===== config.mk =====
export PLATFORM = sky130hd
export DESIGN_NAME = load_store_unit_flat
export DESIGN_NICKNAME = d
export VERILOG_FILES = /design/src/rtl/lsu_pkg.sv /design/src/rtl/lsu_if.sv /design/src/rtl/lsu_align.sv /design/src/rtl/load_store_unit.sv /design/src/flat_wrapper.sv
export SDC_FILE = /design/constraint.sdc
export NUM_CORES = 1
export LEC_CHECK = 0
export ABC_CLOCK_PERIOD_IN_PS = 3700
export CORE_ASPECT_RATIO = 0.8
export CORE_UTILIZATION = 23
export CTS_CLUSTER_SIZE = 10
export DETAILED_ROUTE_END_ITERATION = 8
export GPL_TIMING_DRIVEN = 0
export HOLD_SLACK_MARGIN = 0.06
export PLACE_DENSITY = 0.5
export SKIP_CTS_REPAIR_TIMING = 1
export SLEW_MARGIN = 5
export SYNTH_ARGS = -nofsm -noshare
export SYNTH_HDL_FRONTEND = slang
export SYNTH_SLANG_ARGS = --single-unit

===== constraint.sdc =====
create_clock -name clk -period 3.7 [get_ports clk]
set_input_delay 0.74 -clock clk [delete_from_list [all_inputs] [get_ports clk]]
set_output_delay 0.74 -clock clk [all_outputs]
set_load 0.1 [all_outputs]

===== src/rtl/lsu_pkg.sv =====
// lsu_pkg: shared definitions for the load/store unit.
//   - lsu_state_e : FSM state encoding (IDLE, BUSY, DONE)
//   - STORE_* / LOAD_* : StoreSrc / LoadSrc codes shared with the decoder
//   - SIZE_*      : internal access-size encoding
//   - store_size / load_size : map a decoder code onto an access size
`timescale 1ns/1ps
package lsu_pkg;

    typedef enum logic [1:0] {
        ST_IDLE = 2'd0,
        ST_BUSY = 2'd1,
        ST_DONE = 2'd2
    } lsu_state_e;

    localparam logic [1:0] STORE_SW = 2'b00;
    localparam logic [1:0] STORE_SH = 2'b01;
    localparam logic [1:0] STORE_SB = 2'b10;

    localparam logic [2:0] LOAD_LB  = 3'b000;
    localparam logic [2:0] LOAD_LH  = 3'b001;
    localparam logic [2:0] LOAD_LW  = 3'b010;
    localparam logic [2:0] LOAD_LBU = 3'b100;
    localparam logic [2:0] LOAD_LHU = 3'b101;

    localparam logic [1:0] SIZE_B   = 2'd0;
    localparam logic [1:0] SIZE_H   = 2'd1;
    localparam logic [1:0] SIZE_W   = 2'd2;
    localparam logic [1:0] SIZE_BAD = 2'd3;  // reserved code

    function automatic logic [1:0] store_size(input logic [1:0] src);
        case (src)
            STORE_SW: return SIZE_W;
            STORE_SH: return SIZE_H;
            STORE_SB: return SIZE_B;
            default:  return SIZE_BAD;
        endcase
    endfunction

    function automatic logic [1:0] load_size(input logic [2:0] src);
        case (src)
            LOAD_LB, LOAD_LBU: return SIZE_B;
            LOAD_LH, LOAD_LHU: return SIZE_H;
            LOAD_LW:           return SIZE_W;
            default:           return SIZE_BAD;
        endcase
    endfunction

endpackage


===== src/rtl/lsu_if.sv =====
// lsu_if: word-oriented memory bus between the load/store unit and memory.
//   MemReq/MemWe/MemAddr/MemWdata/MemBe : request side, driven by the LSU
//   MemAck/MemRdata                     : completion side, driven by memory
`timescale 1ns/1ps
interface lsu_if;
    logic        MemReq;
    logic        MemWe;
    logic [31:0] MemAddr;
    logic [31:0] MemWdata;
    logic [3:0]  MemBe;
    logic        MemAck;
    logic [31:0] MemRdata;

    modport master (
        output MemReq, MemWe, MemAddr, MemWdata, MemBe,
        input  MemAck, MemRdata
    );

    modport slave (
        input  MemReq, MemWe, MemAddr, MemWdata, MemBe,
        output MemAck, MemRdata
    );
endinterface


===== src/rtl/lsu_align.sv =====
// lsu_align: purely combinational lane logic.
//   Request side : is_store/store_src/load_src/addr_lo/store_data
//                  -> be (byte enables), wdata (lane-replicated), illegal
//   Response side: rsp_off/rsp_load_src/rsp_word -> load_data (extended)
`timescale 1ns/1ps
module lsu_align
    import lsu_pkg::*;
(
    input  logic        is_store,
    input  logic [1:0]  store_src,
    input  logic [2:0]  load_src,
    input  logic [1:0]  addr_lo,
    input  logic [31:0] store_data,
    output logic [3:0]  be,
    output logic [31:0] wdata,
    output logic        illegal,
    input  logic [1:0]  rsp_off,
    input  logic [2:0]  rsp_load_src,
    input  logic [31:0] rsp_word,
    output logic [31:0] load_data
);
    logic [1:0]  size;
    logic [31:0] shifted;

    assign size = is_store ? store_size(store_src) : load_size(load_src);

    always_comb begin
        illegal = 1'b0;
        be      = 4'b0000;
        case (size)
            SIZE_B: be = 4'b0001 << addr_lo;
            SIZE_H: begin
                be      = 4'b0011 << addr_lo;
                illegal = addr_lo[0];
            end
            SIZE_W: begin
                be      = 4'b1111;
                illegal = (addr_lo != 2'b00);
            end
            default: illegal = 1'b1;
        endcase
    end

    // Replicate the low byte/half across all lanes so memory only needs
    // the byte enables to pick the right one.
    genvar gi;
    for (gi = 0; gi < 4; gi++) begin : g_lane
        assign wdata[8*gi +: 8] = (size == SIZE_B) ? store_data[7:0] :
                                  (size == SIZE_H) ? store_data[8*(gi%2) +: 8] :
                                                     store_data[8*gi +: 8];
    end

    // Bring the addressed byte/half down to bit 0, then extend.
    assign shifted = rsp_word >> {rsp_off, 3'b000};

    always_comb begin
        case (rsp_load_src)
            LOAD_LB:  load_data = {{24{shifted[7]}}, shifted[7:0]};
            LOAD_LH:  load_data = {{16{shifted[15]}}, shifted[15:0]};
            LOAD_LW:  load_data = rsp_word;
            LOAD_LBU: load_data = {24'd0, shifted[7:0]};
            LOAD_LHU: load_data = {16'd0, shifted[15:0]};
            default:  load_data = 32'd0;
        endcase
    end
endmodule


===== src/rtl/load_store_unit.sv =====
// load_store_unit: Memory-stage load/store sequencer.
//   clk, reset          : clock, synchronous active-high reset
//   MemReadM/MemWriteM  : load/store in the Memory stage
//   StoreSrcM/LoadSrcM  : access width / extension codes
//   ALUResultM          : byte address; WriteDataM : store data
//   ReadDataM           : extended load result (valid in DONE only)
//   StallLSU            : freezes the upstream pipeline during an access
//   FaultM              : misaligned / reserved / conflicting access
//   bus                 : memory bus (master side)
// A legal access takes IDLE -> BUSY (request held until MemAck) -> DONE.
`timescale 1ns/1ps
module load_store_unit
    import lsu_pkg::*;
(
    input  logic        clk,
    input  logic        reset,
    input  logic        MemWriteM,
    input  logic        MemReadM,
    input  logic [1:0]  StoreSrcM,
    input  logic [2:0]  LoadSrcM,
    input  logic [31:0] ALUResultM,
    input  logic [31:0] WriteDataM,
    output logic [31:0] ReadDataM,
    output logic        StallLSU,
    output logic        FaultM,
    lsu_if.master       bus
);
    lsu_state_e  state_q, state_d;
    logic [31:0] addr_q, addr_d;
    logic [1:0]  off_q, off_d;
    logic [3:0]  be_q, be_d;
    logic [31:0] wdata_q, wdata_d;
    logic [2:0]  ld_src_q, ld_src_d;
    logic        we_q, we_d;
    logic [31:0] rdata_q, rdata_d;

    logic [3:0]  req_be;
    logic [31:0] req_wdata;
    logic        req_illegal;
    logic [31:0] load_data;

    lsu_align u_align (
        .is_store     (MemWriteM),
        .store_src    (StoreSrcM),
        .load_src     (LoadSrcM),
        .addr_lo      (ALUResultM[1:0]),
        .store_data   (WriteDataM),
        .be           (req_be),
        .wdata        (req_wdata),
        .illegal      (req_illegal),
        .rsp_off      (off_q),
        .rsp_load_src (ld_src_q),
        .rsp_word     (rdata_q),
        .load_data    (load_data)
    );

    always_comb begin
        state_d   = state_q;
        addr_d    = addr_q;
        off_d     = off_q;
        be_d      = be_q;
        wdata_d   = wdata_q;
        ld_src_d  = ld_src_q;
        we_d      = we_q;
        rdata_d   = rdata_q;
        StallLSU  = 1'b0;
        FaultM    = 1'b0;
        ReadDataM = 32'd0;
        case (state_q)
            ST_IDLE: begin
                if (MemReadM || MemWriteM) begin
                    if ((MemReadM && MemWriteM) || req_illegal) begin
                        // Rejected without touching the bus; the pipeline
                        // moves on, so this is a single-cycle pulse.
                        FaultM = 1'b1;
                    end else begin
                        StallLSU = 1'b1;
                        state_d  = ST_BUSY;
                        addr_d   = {ALUResultM[31:2], 2'b00};
                        off_d    = ALUResultM[1:0];
                        be_d     = req_be;
                        wdata_d  = req_wdata;
                        ld_src_d = LoadSrcM;
                        we_d     = MemWriteM;
                    end
                end
            end
            ST_BUSY: begin
                StallLSU = 1'b1;
                if (bus.MemAck) begin
                    rdata_d = bus.MemRdata;
                    state_d = ST_DONE;
                end
            end
            ST_DONE: begin
                // Stall drops here so the held instruction retires; going
                // straight to IDLE means it is never issued twice.
                state_d = ST_IDLE;
                if (!we_q) ReadDataM = load_data;
            end
            default: state_d = ST_IDLE;
        endcase
    end

    always_ff @(posedge clk) begin
        if (reset) begin
            state_q  <= ST_IDLE;
            addr_q   <= 32'd0;
            off_q    <= 2'd0;
            be_q     <= 4'd0;
            wdata_q  <= 32'd0;
            ld_src_q <= 3'd0;
            we_q     <= 1'b0;
            rdata_q  <= 32'd0;
        end else begin
            state_q  <= state_d;
            addr_q   <= addr_d;
            off_q    <= off_d;
            be_q     <= be_d;
            wdata_q  <= wdata_d;
            ld_src_q <= ld_src_d;
            we_q     <= we_d;
            rdata_q  <= rdata_d;
        end
    end

    // Bus outputs come straight from the latched request so they are
    // stable for the whole BUSY period.
    assign bus.MemReq   = (state_q == ST_BUSY);
    assign bus.MemWe    = (state_q == ST_BUSY) && we_q;
    assign bus.MemAddr  = addr_q;
    assign bus.MemWdata = wdata_q;
    assign bus.MemBe    = be_q;
endmodule

===== src/flat_wrapper.sv =====
// flat-port wrapper written by rule: the top's interface ports become plain ports
module load_store_unit_flat import lsu_pkg::*;
  (clk, reset, MemWriteM, MemReadM, StoreSrcM, LoadSrcM, ALUResultM, WriteDataM, ReadDataM, StallLSU, FaultM, bus_MemReq, bus_MemWe, bus_MemAddr, bus_MemWdata, bus_MemBe, bus_MemAck, bus_MemRdata);
  lsu_if bus_i ();
  input  logic clk;
  input  logic reset;
  input  logic MemWriteM;
  input  logic MemReadM;
  input  logic [1:0] StoreSrcM;
  input  logic [2:0] LoadSrcM;
  input  logic [31:0] ALUResultM;
  input  logic [31:0] WriteDataM;
  output logic [31:0] ReadDataM;
  output logic StallLSU;
  output logic FaultM;
  output wire logic [$bits(bus_i.MemReq)-1:0] bus_MemReq;
  output wire logic [$bits(bus_i.MemWe)-1:0] bus_MemWe;
  output wire logic [$bits(bus_i.MemAddr)-1:0] bus_MemAddr;
  output wire logic [$bits(bus_i.MemWdata)-1:0] bus_MemWdata;
  output wire logic [$bits(bus_i.MemBe)-1:0] bus_MemBe;
  input wire logic [$bits(bus_i.MemAck)-1:0] bus_MemAck;
  input wire logic [$bits(bus_i.MemRdata)-1:0] bus_MemRdata;
  assign bus_MemReq = bus_i.MemReq;
  assign bus_MemWe = bus_i.MemWe;
  assign bus_MemAddr = bus_i.MemAddr;
  assign bus_MemWdata = bus_i.MemWdata;
  assign bus_MemBe = bus_i.MemBe;
  assign bus_i.MemAck = bus_MemAck;
  assign bus_i.MemRdata = bus_MemRdata;
  load_store_unit u_core (.clk(clk), .reset(reset), .MemWriteM(MemWriteM), .MemReadM(MemReadM), .StoreSrcM(StoreSrcM), .LoadSrcM(LoadSrcM), .ALUResultM(ALUResultM), .WriteDataM(WriteDataM), .ReadDataM(ReadDataM), .StallLSU(StallLSU), .FaultM(FaultM), .bus(bus_i));
endmodule

Yosys cells after proc, flatten, opt, wreduce, memory -nomap -nowiden
Index checks and enable logic that the tools add are counted.
{"block": "totals", "register_bits": 106, "latch_bits": 0, "ramBits": 0, "rom_bits": 0, "in_bits": 106, "output_inout_bits": 104, "elab_cells": 67, "memories": 0}
{"block": "classes", "addsub": 0, "mul": 0, "div": 0, "n_lt_le_gt_ge": 0, "eq_ne": 17, "shift": 3, "muxes": 23, "n_bitwise": 1, "reduce_logical": 15}
{"cell": "$pmux W32 S5", "count": 1}
{"cell": "$mux W32", "count": 2}
{"cell": "$mux W8", "count": 5}
{"cell": "$shr A32 B5 Y16", "count": 1}
{"cell": "$eq A3 B3 Y1 const B", "count": 4}
{"cell": "$pmux W2 S3", "count": 2}
{"cell": "$pmux W4 S3", "count": 1}
{"cell": "$mux W2", "count": 4}
{"cell": "$eq A2 B1 Y1 const B", "count": 3}
{"cell": "$eq A2 B2 Y1 const B", "count": 3}
{"cell": "$eq A3 B1 Y1 const B", "count": 2}
{"cell": "$eq A3 B2 Y1 const B", "count": 2}
{"cell": "$logic_not A2 Y1", "count": 3}
{"cell": "$logic_not A3 Y1", "count": 2}
{"cell": "$reduce_and A3 Y1", "count": 2}
{"cell": "$mux W1", "count": 5}
{"cell": "$ne A2 B1 Y1 const B", "count": 2}
{"cell": "$pmux W2 S2", "count": 1}
{"cell": "$reduce_or A2 Y1", "count": 2}
{"cell": "$shl A1 B2 Y4 const A", "count": 1}
{"cell": "$shl A2 B2 Y4 const A", "count": 1}
{"cell": "$pmux W1 S3", "count": 1}
{"cell": "$logic_and A1 B1 Y1", "count": 2}
{"cell": "$logic_or A1 B1 Y1", "count": 2}
{"cell": "5 further kinds", "count": 5}

Longest topological paths before layout
Gate-level depths: netlist of run 1.
{"block": "depth", "ltp_word": 10, "mapped_depth": 10, "ltp_nobuf": 7}

By module
From an unflattened synthesis of run 1, not the netlist that was laid out.
{"block": "hier_totals", "cells_unflattened": 688, "hier_area_um2": 6060.8}
{"mod": "load_store_unit", "instances": 1, "cells_per_inst": 504, "area_each_um2": 4733.3, "seq_area_each_um2": 2122.0}
{"mod": "lsu_align", "instances": 1, "cells_per_inst": 184, "area_each_um2": 1327.5, "seq_area_each_um2": 0.0}

Worst setup path before layout of run 1
Ideal clock, no wire load.
{"block": "synth_timing", "path_kind": "register -> output", "start": "register u_core.off_q[0]", "end": "output port ReadDataM[21]", "arrival_ns": 2.851, "t_required_ns": 2.960, "setup_slack_ns": 0.109, "path_stages_with_launch": 9, "cell_sequence": "dfxtp_1 -> clkbuf_1 -> nor2b_1 -> buf_2 -> o2bb2ai_1 -> and2_1 -> o21ai_1 -> buf_2 -> a21oi_1"}
{"block": "synth_between", "elab_chain_len": 4}
{"element": "from (decl)", "line_no": "load_store_unit.sv:30", "text": "logic [1:0] off_q, off_d;"}
{"element": "from (signal assigned)", "line_no": "load_store_unit.sv:109", "text": "off_q <= 2'd0;"}
{"element": "from (signal assigned)", "line_no": "load_store_unit.sv:118", "text": "off_q <= off_d;"}
{"element": "$shr A32 B5 Y16", "line_no": "lsu_align.sv:54", "text": "assign shifted = rsp_word >> {rsp_off, 3'b000};"}
{"element": "$pmux W32 S5", "line_no": "lsu_align.sv:57", "text": "case (rsp_load_src)"}
{"element": "$mux W32", "line_no": "load_store_unit.sv:99", "text": "if (!we_q) ReadDataM = load_data;"}
{"element": "$mux W32", "line_no": "load_store_unit.sv:69", "text": "case (state_q)"}
{"element": "to (decl)", "line_no": "flat_wrapper.sv:13", "text": "output logic [31:0] ReadDataM;"}
No other way between the ends.

Final worst setup path of run 1
{"block": "layout_timing", "start": "input port StoreSrcM[1]", "end": "output port FaultM"}
{"block": "layout_between", "elab_chain_len": 9, "elab_cells_between_ends": 13}
{"element": "from (decl)", "line_no": "flat_wrapper.sv:9", "text": "input logic [1:0] StoreSrcM;"}
{"element": "$eq A2 B2 Y1 (tied with other cells)", "line_no": "lsu_pkg.sv:31", "text": "case (src)"}
{"element": "$pmux W2 S3 (*)", "line_no": "lsu_pkg.sv:31"}
{"element": "$mux W2 (*)", "line_no": "lsu_align.sv:25", "text": "assign size = is_store ? store_size(store_src) : load_size(load_src);"}
{"element": "$eq A2 B2 Y1 (tied with other cells)", "line_no": "lsu_align.sv:30", "text": "case (size)"}
{"element": "$pmux W1 S3 (*)", "line_no": "lsu_align.sv:30"}
{"element": "$logic_or A1 B1 Y1 (*)", "line_no": "load_store_unit.sv:72", "text": "if ((MemReadM && MemWriteM) || req_illegal) begin"}
{"element": "$mux W1 (*)", "line_no": "load_store_unit.sv:72"}
{"element": "$mux W1 (*)", "line_no": "load_store_unit.sv:71", "text": "if (MemReadM || MemWriteM) begin"}
{"element": "$mux W1 (*)", "line_no": "load_store_unit.sv:69"}
{"element": "to (decl)", "line_no": "flat_wrapper.sv:15", "text": "output logic FaultM;"}
Every way passes the cells marked *; elsewhere a longest branch is shown, timed or not.

==> results of run 1 <==
==> cell usage after synthesis (2+ instances only) <==
cell type / n / area (sq um)
and2_1: 5 / 31.3
a21oi_1: 114 / 571
mux2i_1: 18 / 180
nand2_1: 222 / 833
a21oi_2: 8 / 70.1
buf_2: 14 / 70.1
nor2b_1: 12 / 75.1
nor2_1: 39 / 146
clkbuf_1: 35 / 131
a311oi_2: 16 / 240
buf_1: 3 / 11.3
buf_6: 3 / 33.8
o211ai_1: 2 / 15.0
a22oi_1: 8 / 60.1
nor3b_1: 2 / 15.0
dfxtp_1: 106 / 2120
buf_4: 6 / 45.0
nand2b_1: 2 / 12.5
o21ai_1: 2 / 10.0
nand3_1: 4 / 20.0
a211oi_1: 16 / 120
a211o_1: 9 / 78.8
nand3b_1: 2 / 15.0
o21ai_0: 13 / 65.1
ha_1: 2 / 25.0
inv_1: 3 / 11.3
==> kinds of logic (layout without fill, tap and decap cells) <==
group                    count (synthesis)  after routing  synth area share
adder cells (fa/ha/maj)                  3              3           0.00682
multiplexers                            20             20            0.0394
flip-flops                             106            106             0.413
AND/OR/NAND/NOR                        290            290             0.226
XOR/XNOR                                 1              1           0.00170
buffers and inverters                   64            285            0.0589
other                                    1              3          0.000730
AO/OA/AOI/OAI                          195            195             0.253
==> path summary, 6_finish.rpt <==
check	from	end	cells past startpoint	slack [ps]
max	StoreSrcM[1]	FaultM	10	-200
min	u_core.bus.MemAddr[28]$_SDFFE_PP0P_	u_core.bus.MemAddr[28]$_SDFFE_PP0P_	2	450
max reg2reg	u_core.state_q[0]$_SDFFE_PP0P_	u_core.rdata_q[15]$_SDFFE_PP0P_	6	1700
min reg2reg	u_core.bus.MemAddr[28]$_SDFFE_PP0P_	u_core.bus.MemAddr[28]$_SDFFE_PP0P_	2	450
==> critical path: cells and delay by family <==
kind	cells	cell delay, ps
adder cells (fa/ha/maj)	2	550
AO/OA/AOI/OAI	1	250
AND/OR/NAND/NOR	3	700
buffers and inverters	4	920
==> power groups by stage <==
stage / clock, mW / combinational, mW / sequential (mW)
after floorplan: 0 / 0.397 / 1.75
after global placement: 0 / 1.24 / 1.30
after detailed placement: 0 / 1.24 / 1.30
after CTS: 1.01 / 1.24 / 1.28
after global routing: 1.06 / 1.30 / 1.29
final: 0.977 / 1.24 / 1.28
==> flip-flops by register name, summed over array words and instances, names as in the netlist <==
register and flops:
u_core.ld_src_q 3, u_core.off_q 2, u_core.bus.MemWdata 32, u_core.state_q 2, u_core.rdata_q 32, u_core.bus.MemBe 4
u_core.bus.MemAddr 30, u_core.we_q 1
==> layer usage <==
metal / wire length [microns] / global-route usage
met1: 9620 / 0.245
met2: 8510 / 0.246
met3: 1710 / 0.0543
met4: 201 / 0.0375
met5: 0 / 0
==> layout make-up <==
class                      count  area [sq um]  share of cell area
inverter                       3          11.3             0.00144
sequential                   106          2120               0.272
clock buffer                  10           229              0.0293
buffer                        61           298              0.0381
antenna                        1          2.50            0.000321
multi-input combinational    511          2740               0.351
tap                          300           375              0.0481
clock inverter                 5          62.6             0.00801
timing repair buffer         206          1970               0.252
==> metrics by stage <==
step	hold WS [ps]	instance area, sq um	instances	utilization	setup WS (ps)
after CTS	457	7870	1202	0.362	-1080
final	453	7810	1203	0.359	-203
after floorplan	445	5140	681	-	109
after global placement	439	7580	1187	0.349	-1020
after global routing	477	7800	1202	0.359	-248
after detailed placement	447	7580	1187	0.349	-1060
==> run metrics, run 1 <==
H-tree depth 3; post-route setup TNS -203 ps; failing checks negative setup slack; fmax 0.256 GHz; Fillers roughly 2.4k; Worst Tran Pin Value 1030 ps; async set-reset flop share out of synthesis 0; number of port buffers 206; DP HPWL 15.5 mm; CTS clk-pin slew, worst paths 70 ps; Hold Crit Class reg -> reg; peak supply drop 0.209 mV; RSZ-0062 raised after global routing true; clock share of power 0.280; Clk Latency, worst-skew pair approximately 350 ps; DRT iter0 DRCs 301; CTS tree yes; fin crit share 1.05; Final GP Congestion 0.844; number of global-route vias before repair 5107; Synth Flop Type dfxtp_1; Site Rows 48; Post-Syn Area per Cell 7.56 sq um; Initial Util 0.236; # clock sinks ~110; clk buf depth 2; highest-count cells in the layout ignoring fill and taps nand2_1, clkdlybuf4s50_1, a21oi_1; GRT Util Overall 0.171; Fin Clk Skew 7.95 ps; Worst path slowest cell clkdlybuf4s50_1; DR DRC count 0; CP Capture Type output pin; leakage 2.82 nW; synthesis-to-finish area growth 51.9%; total gr overflow 0; sw frac 0.394; die footprint 23000 sq um; final hold vios 0; most common cell after layout, fill and taps aside nand2_1; final worst slack -203 ps; drt total wl 20.0 mm; share of layout cells above drive strength 1 0.102; core area between 20000 and 25000 sq um; Nets 1006; Seq/Total Area, Yosys 0.413; CP cell instances clkdlybuf4s50_1 > inv_1 > ha_1 > or3b_1 > a21oi_2 > buf_6 > nor2_1 > maj3_1 > and2_1 > buf_6; synth warn 0; 1st-pass router iterations 5; Setup CP Type in -> out; CP max FO 10; Clk Tree Root Cell clkbuf_16; CP Launch Type input pin; Die X-Extent around 170 microns; final worst path period need 3900 ps; I/O pin cnt 210; fin. max-slew vios 0; CP peak stage delay 490 ps; largest net degree at the start of global routing 18; worst rel slew slack 0.310; DR vias ~5.5k; Pint 2.12 mW; Detail Route Antenna Nets 0; cell mode on critical path buf_6; combinational share of power 0.355; final setup fails 1; Unique masters post-synth 40; cells after synthesis 680; vias per cell 4.56; Worst EP required 2960 ps; Worst EP arrival around 3200 ps; Routed WL per cell 16.7 microns; Die Span Y 136 microns; Net Sw Power 1.38 mW; Flop pwr share 0.365; total CTS buffers 9; outcome complete, but fails checks; Power Total 3.49 mW; initial antenna violation count 1; first-pass GRT wire length 29.8 mm; Synth Cell Area 5140 sq um; flops & latches, synth between 100 and 150; max cap viols 0; Post-synth EDFFs 0; Power Dens Cells 448 nW/um^2
Note: power is estimated with default switching activity, not from simulation.
==> run 2, diff against run 1 <==
--- a/config.mk
+++ b/config.mk
@@ -13,6 +13,7 @@
 export GPL_TIMING_DRIVEN = 0
 export HOLD_SLACK_MARGIN = 0.06
 export PLACE_DENSITY = 0.5
+export SETUP_SLACK_MARGIN = 0.1
 export SKIP_CTS_REPAIR_TIMING = 1
 export SLEW_MARGIN = 5
 export SYNTH_ARGS = -nofsm -noshare
==> run 2 against run 1 <==
Effect of this change: the flow still finishes with violations (negative setup slack); wire length about the same; largest cell class unchanged; cell area grew 0.29%; clock skew shrank 1.1 ps; critical endpoint unchanged; largest power group unchanged; utilization increased by 0.10 points; highest routed layer unchanged; sequential cell count unchanged; via count rose by 0.38%; worst hold slack better by 1.4 ps; power rose by 0.40%.
==> run metrics, run 2 (same netlist as run 1, synthesis figures left out) <==
DP HPWL 15.5 mm (unchanged); Fillers 2368 (-0.34%); first-pass GRT wire length 29.8 mm (unchanged); CP peak stage delay 490 ps (about the same); Routed WL per cell 16.6 microns (-0.41%); clk buf depth 2 (unchanged); final setup fails 1 (unchanged); Pint 2.13 mW (+0.55%); 1st-pass router iterations 6 (+1); Clk Tree Root Cell clkbuf_16; CTS clk-pin slew, worst paths 70 ps (about the same); Worst Tran Pin Value 1030 ps (-1.60 ps); post-route setup TNS -40.0 ps (+163 ps); number of global-route vias before repair 5107 (unchanged); failing checks negative setup slack; Layout Cells excl Fill 1207 (+0.33%); fin crit share 1.01 (-0.0441); worst rel slew slack 0.311 (+0.00107); Setup CP Type in -> out; initial antenna violation count 1 (unchanged); Clk Latency, worst-skew pair 350 ps (about the same); final worst slack -40.0 ps (+163 ps); Util after Layout 0.360 (+0.00104); CP max FO 3 (-7); most common cell after layout, fill and taps aside nand2_1; fmax 0.267 GHz (+4.4%); die footprint 23000 sq um (unchanged); Detail Route Antenna Nets 0 (unchanged); # clock sinks 106 (unchanged); Worst path slowest cell clkdlybuf4s50_1; I/O pin cnt 210 (unchanged); DR DRC count 0 (unchanged); final worst path period need 3740 ps (-163 ps); vias per cell 4.57 (about the same); core area 21700 sq um (unchanged); Nets 1010 (+0.40%); Net Sw Power 1.38 mW (+0.16%); clock share of power 0.279 (about the same); Initial Util 0.236 (unchanged); DR vias 5510 (+0.38%); H-tree depth 3 (unchanged); final hold vios 0 (unchanged); drt total wl 20.0 mm (about the same); CTS tree yes; fin. max-slew vios 0 (unchanged); CP bufs+invs 4 (unchanged); Worst EP arrival 3000 ps (-160 ps); GRT Util Overall 0.171 (unchanged); synthesis-to-finish area growth 52.3%; Fin Clk Skew 6.80 ps (-1.15 ps); Final GP Congestion 0.844 (unchanged); sw frac 0.393 (-0.000931); CP Launch Type input pin; Die X-Extent 169 microns (unchanged); CP cell instances clkdlybuf4s50_1 > inv_1 > ha_1 > mux2_1 > a21oi_2 > buf_6 > nor2_1 > maj3_1 > and2_1 > buf_8; outcome complete, but fails checks; highest-count cells in the layout ignoring fill and taps nand2_1, clkdlybuf4s50_1, a21oi_1; share of layout cells above drive strength 1 0.113 (+0.0106); CP Capture Type output pin; Multi-input gate area 2750 sq um (+0.37%); RSZ-0062 raised after global routing true; largest net degree at the start of global routing 18 (unchanged); Site Rows 48 (unchanged); total gr overflow 0 (unchanged); DRT iter0 DRCs 290 (-3.7%); Power Dens Cells 448 nW/um^2 (+0.11%); Die Span Y 136 microns (unchanged); total CTS buffers 9 (unchanged); Placed Cells 1187 (unchanged); FF+latch area 2120 sq um (unchanged); Power Total 3.51 mW (+0.40%); cell family with most CP delay buffers and inverters; combinational share of power 0.358 (+0.003); R2R Setup Slk 1670 ps (-30 ps); Flop pwr share 0.364 (about the same); Worst EP required 2960 ps (about the same); Hold Crit Class reg -> reg; max cap viols 0 (unchanged); leakage 2.78 nW (-1.5%); number of port buffers 206 (unchanged); peak supply drop 0.206 mV (-1.1%)
==> run 2: power by group through the flow <==
| stage | Sequential [mW] | Combinational, mW | Clock, mW |
|---|---|---|---|
| CTS | 1.28 | 1.24 | 1.01 |
| global placement | 1.30 | 1.24 | 0 |
| global route | 1.29 | 1.32 | 1.06 |
| finish | 1.28 | 1.26 | 0.977 |
| detailed placement | 1.30 | 1.24 | 0 |
| floorplan | 1.75 | 0.397 | 0 |
==> run 2: routing by layer <==
layer	global-route usage	part of all wire	wire, microns
met5	0	0	0
met2	0.246	0.43	8510
met3	0.0543	0.086	1720
met4	0.0375	0.0090	180
met1	0.245	0.48	9600
==> run 2: path summary, 6_finish.rpt <==
path	from	endpoint	depth (start not counted)
setup / recovery	StoreSrcM[1]	FaultM	10
hold / removal	u_core.bus.MemAddr[28]$_SDFFE_PP0P_	u_core.bus.MemAddr[28]$_SDFFE_PP0P_	2
setup reg to reg	u_core.state_q[0]$_SDFFE_PP0P_	u_core.rdata_q[15]$_SDFFE_PP0P_	6
hold reg to reg	u_core.bus.MemAddr[28]$_SDFFE_PP0P_	u_core.bus.MemAddr[28]$_SDFFE_PP0P_	2
==> run 2: worst min-delay path, delay by kind of cell, from the launching register on <==
family,cells,cell delay (ps)
AO/OA/AOI/OAI,1,50
flip-flops,1,310
AND/OR/NAND/NOR,1,50
==> run 2: cell type report <==
type	count	area share
multi-input combinational	511	0.351
buffer	61	0.0385
clock buffer	10	0.0292
clock inverter	5	0.00799
antenna	1	0.000320
tap	300	0.0479
sequential	106	0.271
timing repair buffer	210	0.253
inverter	3	0.00144
==> run 2: per-stage QoR <==
step	worst slack [ps]	instance area (sq um)	hold WS [ps]
6_report	-40.0	7830	454
5_1_grt	-109	7830	477
4_1_cts	-1080	7870	457
3_5_place_dp	-1060	7580	447
3_3_place_gp	-1020	7580	439
2_1_floorplan	109	5140	445
==> run 3, diff against run 2 <==
--- a/config.mk
+++ b/config.mk
@@ -5,6 +5,7 @@
 export SDC_FILE = /design/constraint.sdc
 export NUM_CORES = 1
 export LEC_CHECK = 0
+export ABC_AREA = 1
 export ABC_CLOCK_PERIOD_IN_PS = 3700
 export CORE_ASPECT_RATIO = 0.8
 export CORE_UTILIZATION = 23
==> run 3 against run 2 <==
Effect of this change: global-route usage up 0.78 points; power up 6.4%; sequential share of layout area fell by 0.86 points; via count rose by 12%; clock power increased by 4%; sequential cell count unchanged; the run now ends clean; cell count grew 13%; area after synthesis increased by 5.1%; worst hold slack better by 11 ps; non-clock buffer count shrank 1; register-to-register slack gained 250 ps; critical path depth up 1.
==> run metrics, run 3 <==
outcome complete, no violations; Fin Clk Skew 9.80 ps (+3.00 ps); final hold vios 0 (unchanged); core area 22700 sq um (+4.6%); Nets 1164 (+15%); Levels on crit path 11 (+1); post-synth top area share 0.393 (-0.0199); final worst path period need 3670 ps (-71.6 ps); flops & latches, synth 106 (unchanged); Crit. Startpoint StoreSrcM[1]; Die Span Y 139 microns (+2.5%); total gr overflow 0 (unchanged); dominant cells by area after synthesis dfxtp_1, nand2_1, a21oi_1; CP peak stage delay 510 ps (+20 ps); drt total wl 21.8 mm (+8.7%); area leader, netlist dfxtp_1; count leader, synth nand2_1; Worst EP arrival 2930 ps (-70 ps); H-tree depth 3 (unchanged); Site Rows 49 (+2.1%); RSZ-0062 raised after global routing true; combinational share of power 0.383 (+0.025); CTS tree yes; first-pass GRT wire length 33.6 mm (+13%); Multi-input gate area 2700 sq um (-1.9%); Layout Cells excl Fill 1368 (+13%); I/O pin cnt 210 (unchanged); Post-synth EDFFs 0 (unchanged); CP cell instances clkdlybuf4s50_1 > inv_1 > ha_1 > nand2_1 > nand2_1 > nand3_4 > nand4_4 > buf_6 > clkbuf_4 > nand2_1 > buf_8; Post-Syn Area per Cell 6.45 sq um (-15%); Util after Layout 0.356 (-0.00457); largest net degree at the start of global routing 19 (+1); sw frac 0.418 (+0.0249); Fillers 2507 (+5.9%); leakage 3.45 nW (+24%); Pint 2.17 mW (+2.1%); CP Capture Type output pin; Post-synth top cells nand2_1, a21oi_1, dfxtp_1, inv_1, o21ai_0; DP HPWL 16.9 mm (+8.8%); pre-CTS WS -1150 ps (-89.9 ps); CTS clk-pin slew, worst paths 80 ps (about the same); number of global-route vias before repair 5908 (+16%); highest-count cells in the layout ignoring fill and taps nand2_1, clkdlybuf4s50_1, a21oi_1; largest family of logic cells by synthesized area simple AND/OR/NAND/NOR gates; cell family with most CP delay buffers and inverters; # clock sinks 106 (unchanged); final setup fails 0 (-1); initial antenna violation count 2 (+1); most common cell after layout, fill and taps aside nand2_1; multiplexer share of the synthesized area 0 (-0.0394); Clk Latency, worst-skew pair 360 ps (about the same); Routed WL per cell 15.9 microns (-4.1%); area share of fa/ha/maj cells after synthesis 0.00463 (-0.00218); CP bufs+invs 5 (+1); fin. max-slew vios 0 (unchanged); Synth Flop Type dfxtp_1; Unique masters post-synth 28 (-30%); Initial Util 0.237 (+0.000999); DR vias 6174 (+12%); CP max FO 10 (+7); Clk Tree Root Cell clkbuf_16; vias per cell 4.51 (-1.1%); number of port buffers 205 (-0.49%); Worst path slowest cell clkdlybuf4s50_1; final hold slack 464 ps (+10.5 ps); Final GP Congestion 0.869 (+2.9%); Worst EP required 2960 ps (about the same); Flop pwr share 0.344 (-0.020); R2R depth 6 (unchanged); FF+latch area 2120 sq um (unchanged); Detail Route Antenna Nets 0 (unchanged); max cap viols 0 (unchanged); Synth Cell Area 5400 sq um (+5.1%); peak supply drop 0.263 mV (+28%); synth warn 0 (unchanged); synthesis-to-finish area growth 49.7%; crit path to StallLSU; share of layout cells above drive strength 1 0.0811 (-0.0315); total CTS buffers 9 (unchanged); Seq/Total Area, Yosys 0.393 (-0.0199); Post-Synth XOR/XNOR Area 0 (-0.00170); Die X-Extent 173 microns (+2.5%); CP Launch Type input pin; cells after synthesis 837 (+23%); die footprint 24100 sq um (+5.0%); cell mode on critical path nand2_1; async set-reset flop share out of synthesis 0 (unchanged); Synth Area in Compound Gates 0.193 (-0.0602); Worst Tran Pin Value 1050 ps (+18.3 ps); reg2reg start u_core.state_q[1]$_SDFFE_PP0P_; Simple-Gate Fraction of Synth Area 0.293 (+0.0669); Placed Cells 1349 (+14%); clock share of power 0.273 (-0.006); Worst R2R End u_core.bus.MemWdata[15]$_SDFFE_PP0P_; fmax 0.273 GHz (+2.0%); final worst slack 31.6 ps (+71.6 ps); worst rel slew slack 0.299 (-0.0122); Power Dens Cells 462 nW/um^2 (+3.1%); R2R Setup Slk 1920 ps (+250 ps); fin crit share 0.991 (-0.0193); 1st-pass router iterations 5 (-1); DRT iter0 DRCs 417 (+44%); GRT Util Overall 0.179 (+0.00779); Setup CP Type in -> out; DR DRC count 0 (unchanged); post-route setup TNS 0 ps (+40.0 ps); Net Sw Power 1.56 mW (+13%); Hold Crit Class reg -> reg; clk buf depth 2 (unchanged)
==> run 3: cell count changes after synthesis, sizes merged, moves of 12 or more <==
cell / delta
nand3: +23
a211oi: -16
o21ai: +66
a311oi: -16
nor2b: -12
mux2i: -18
nand2: -13
nand4: +51
nor2: +41
inv: +82
==> run 3: worst min-delay path by stage <==
stage	start	to	slack, ps	cells past startpoint
3_3_place_gp	u_core.bus.MemAddr[21]$_SDFFE_PP0P_	u_core.bus.MemAddr[21]$_SDFFE_PP0P_	450	2
6_report	u_core.bus.MemAddr[30]$_SDFFE_PP0P_	u_core.bus.MemAddr[30]$_SDFFE_PP0P_	460	2
3_5_place_dp	u_core.bus.MemWdata[23]$_SDFFE_PP0P_	u_core.bus.MemWdata[23]$_SDFFE_PP0P_	450	2
4_1_cts	u_core.bus.MemWdata[23]$_SDFFE_PP0P_	u_core.bus.MemWdata[23]$_SDFFE_PP0P_	470	2
5_1_grt	u_core.bus.MemAddr[17]$_SDFFE_PP0P_	u_core.bus.MemAddr[17]$_SDFFE_PP0P_	480	2
2_1_floorplan	u_core.rdata_q[0]$_SDFFE_PP0P_	u_core.rdata_q[0]$_SDFFE_PP0P_	450	2
==> run 3: power by group through the flow <==
| stage | clock (mW) | combinational [mW] | sequential (mW) |
|---|---|---|---|
| after floorplan | 0 | 0.515 | 1.77 |
| after global placement | 0 | 1.42 | 1.31 |
| after detailed placement | 0 | 1.41 | 1.31 |
| after CTS | 1.05 | 1.42 | 1.29 |
| after global routing | 1.10 | 1.53 | 1.30 |
| final | 1.02 | 1.43 | 1.29 |
==> run 3: metrics by stage <==
step                      total power, mW  cell area (sq um)
after floorplan                      2.29               5400
after global placement               2.73               7840
after detailed placement             2.73               7840
after CTS                            3.76               8140
after global routing                 3.92               8080
final                                3.73               8090
==> run 3: logic make-up (layout without fill, tap and decap cells) <==
family	after synthesis	after routing
AOI/OAI and AO/OA	206	206
other	1	3
buffers and inverters	151	374
adders and majority gates	2	2
DFF	106	106
and+or+nand+nor	371	371
==> run 3: layer usage <==
layer | part of all wire | routed length, microns | track usage
met1 | 0.49 | 10600 | 0.249
met2 | 0.41 | 8860 | 0.256
met3 | 0.098 | 2130 | 0.0729
met4 | 0.0072 | 157 | 0.0335
met5 | 0.00060 | 13 | 0
==> run 3: tightest hold or removal path, stage by stage, from the launching register on <==
cell	delay, ps
dfxtp_1	310
nand2_1	60
a21oi_1	50
==> run 3: layout make-up <==
| cell class | instances | area share |
|---|---|---|
| clock inverters | 6 | 0.00928 |
| flip-flops and latches | 106 | 0.262 |
| repair buffers | 207 | 0.241 |
| well taps | 306 | 0.0473 |
| inverters | 88 | 0.0408 |
| multi-input cells | 581 | 0.333 |
| plain buffers | 63 | 0.0370 |
| clock buffers | 10 | 0.0283 |
| diodes | 1 | 0.000309 |
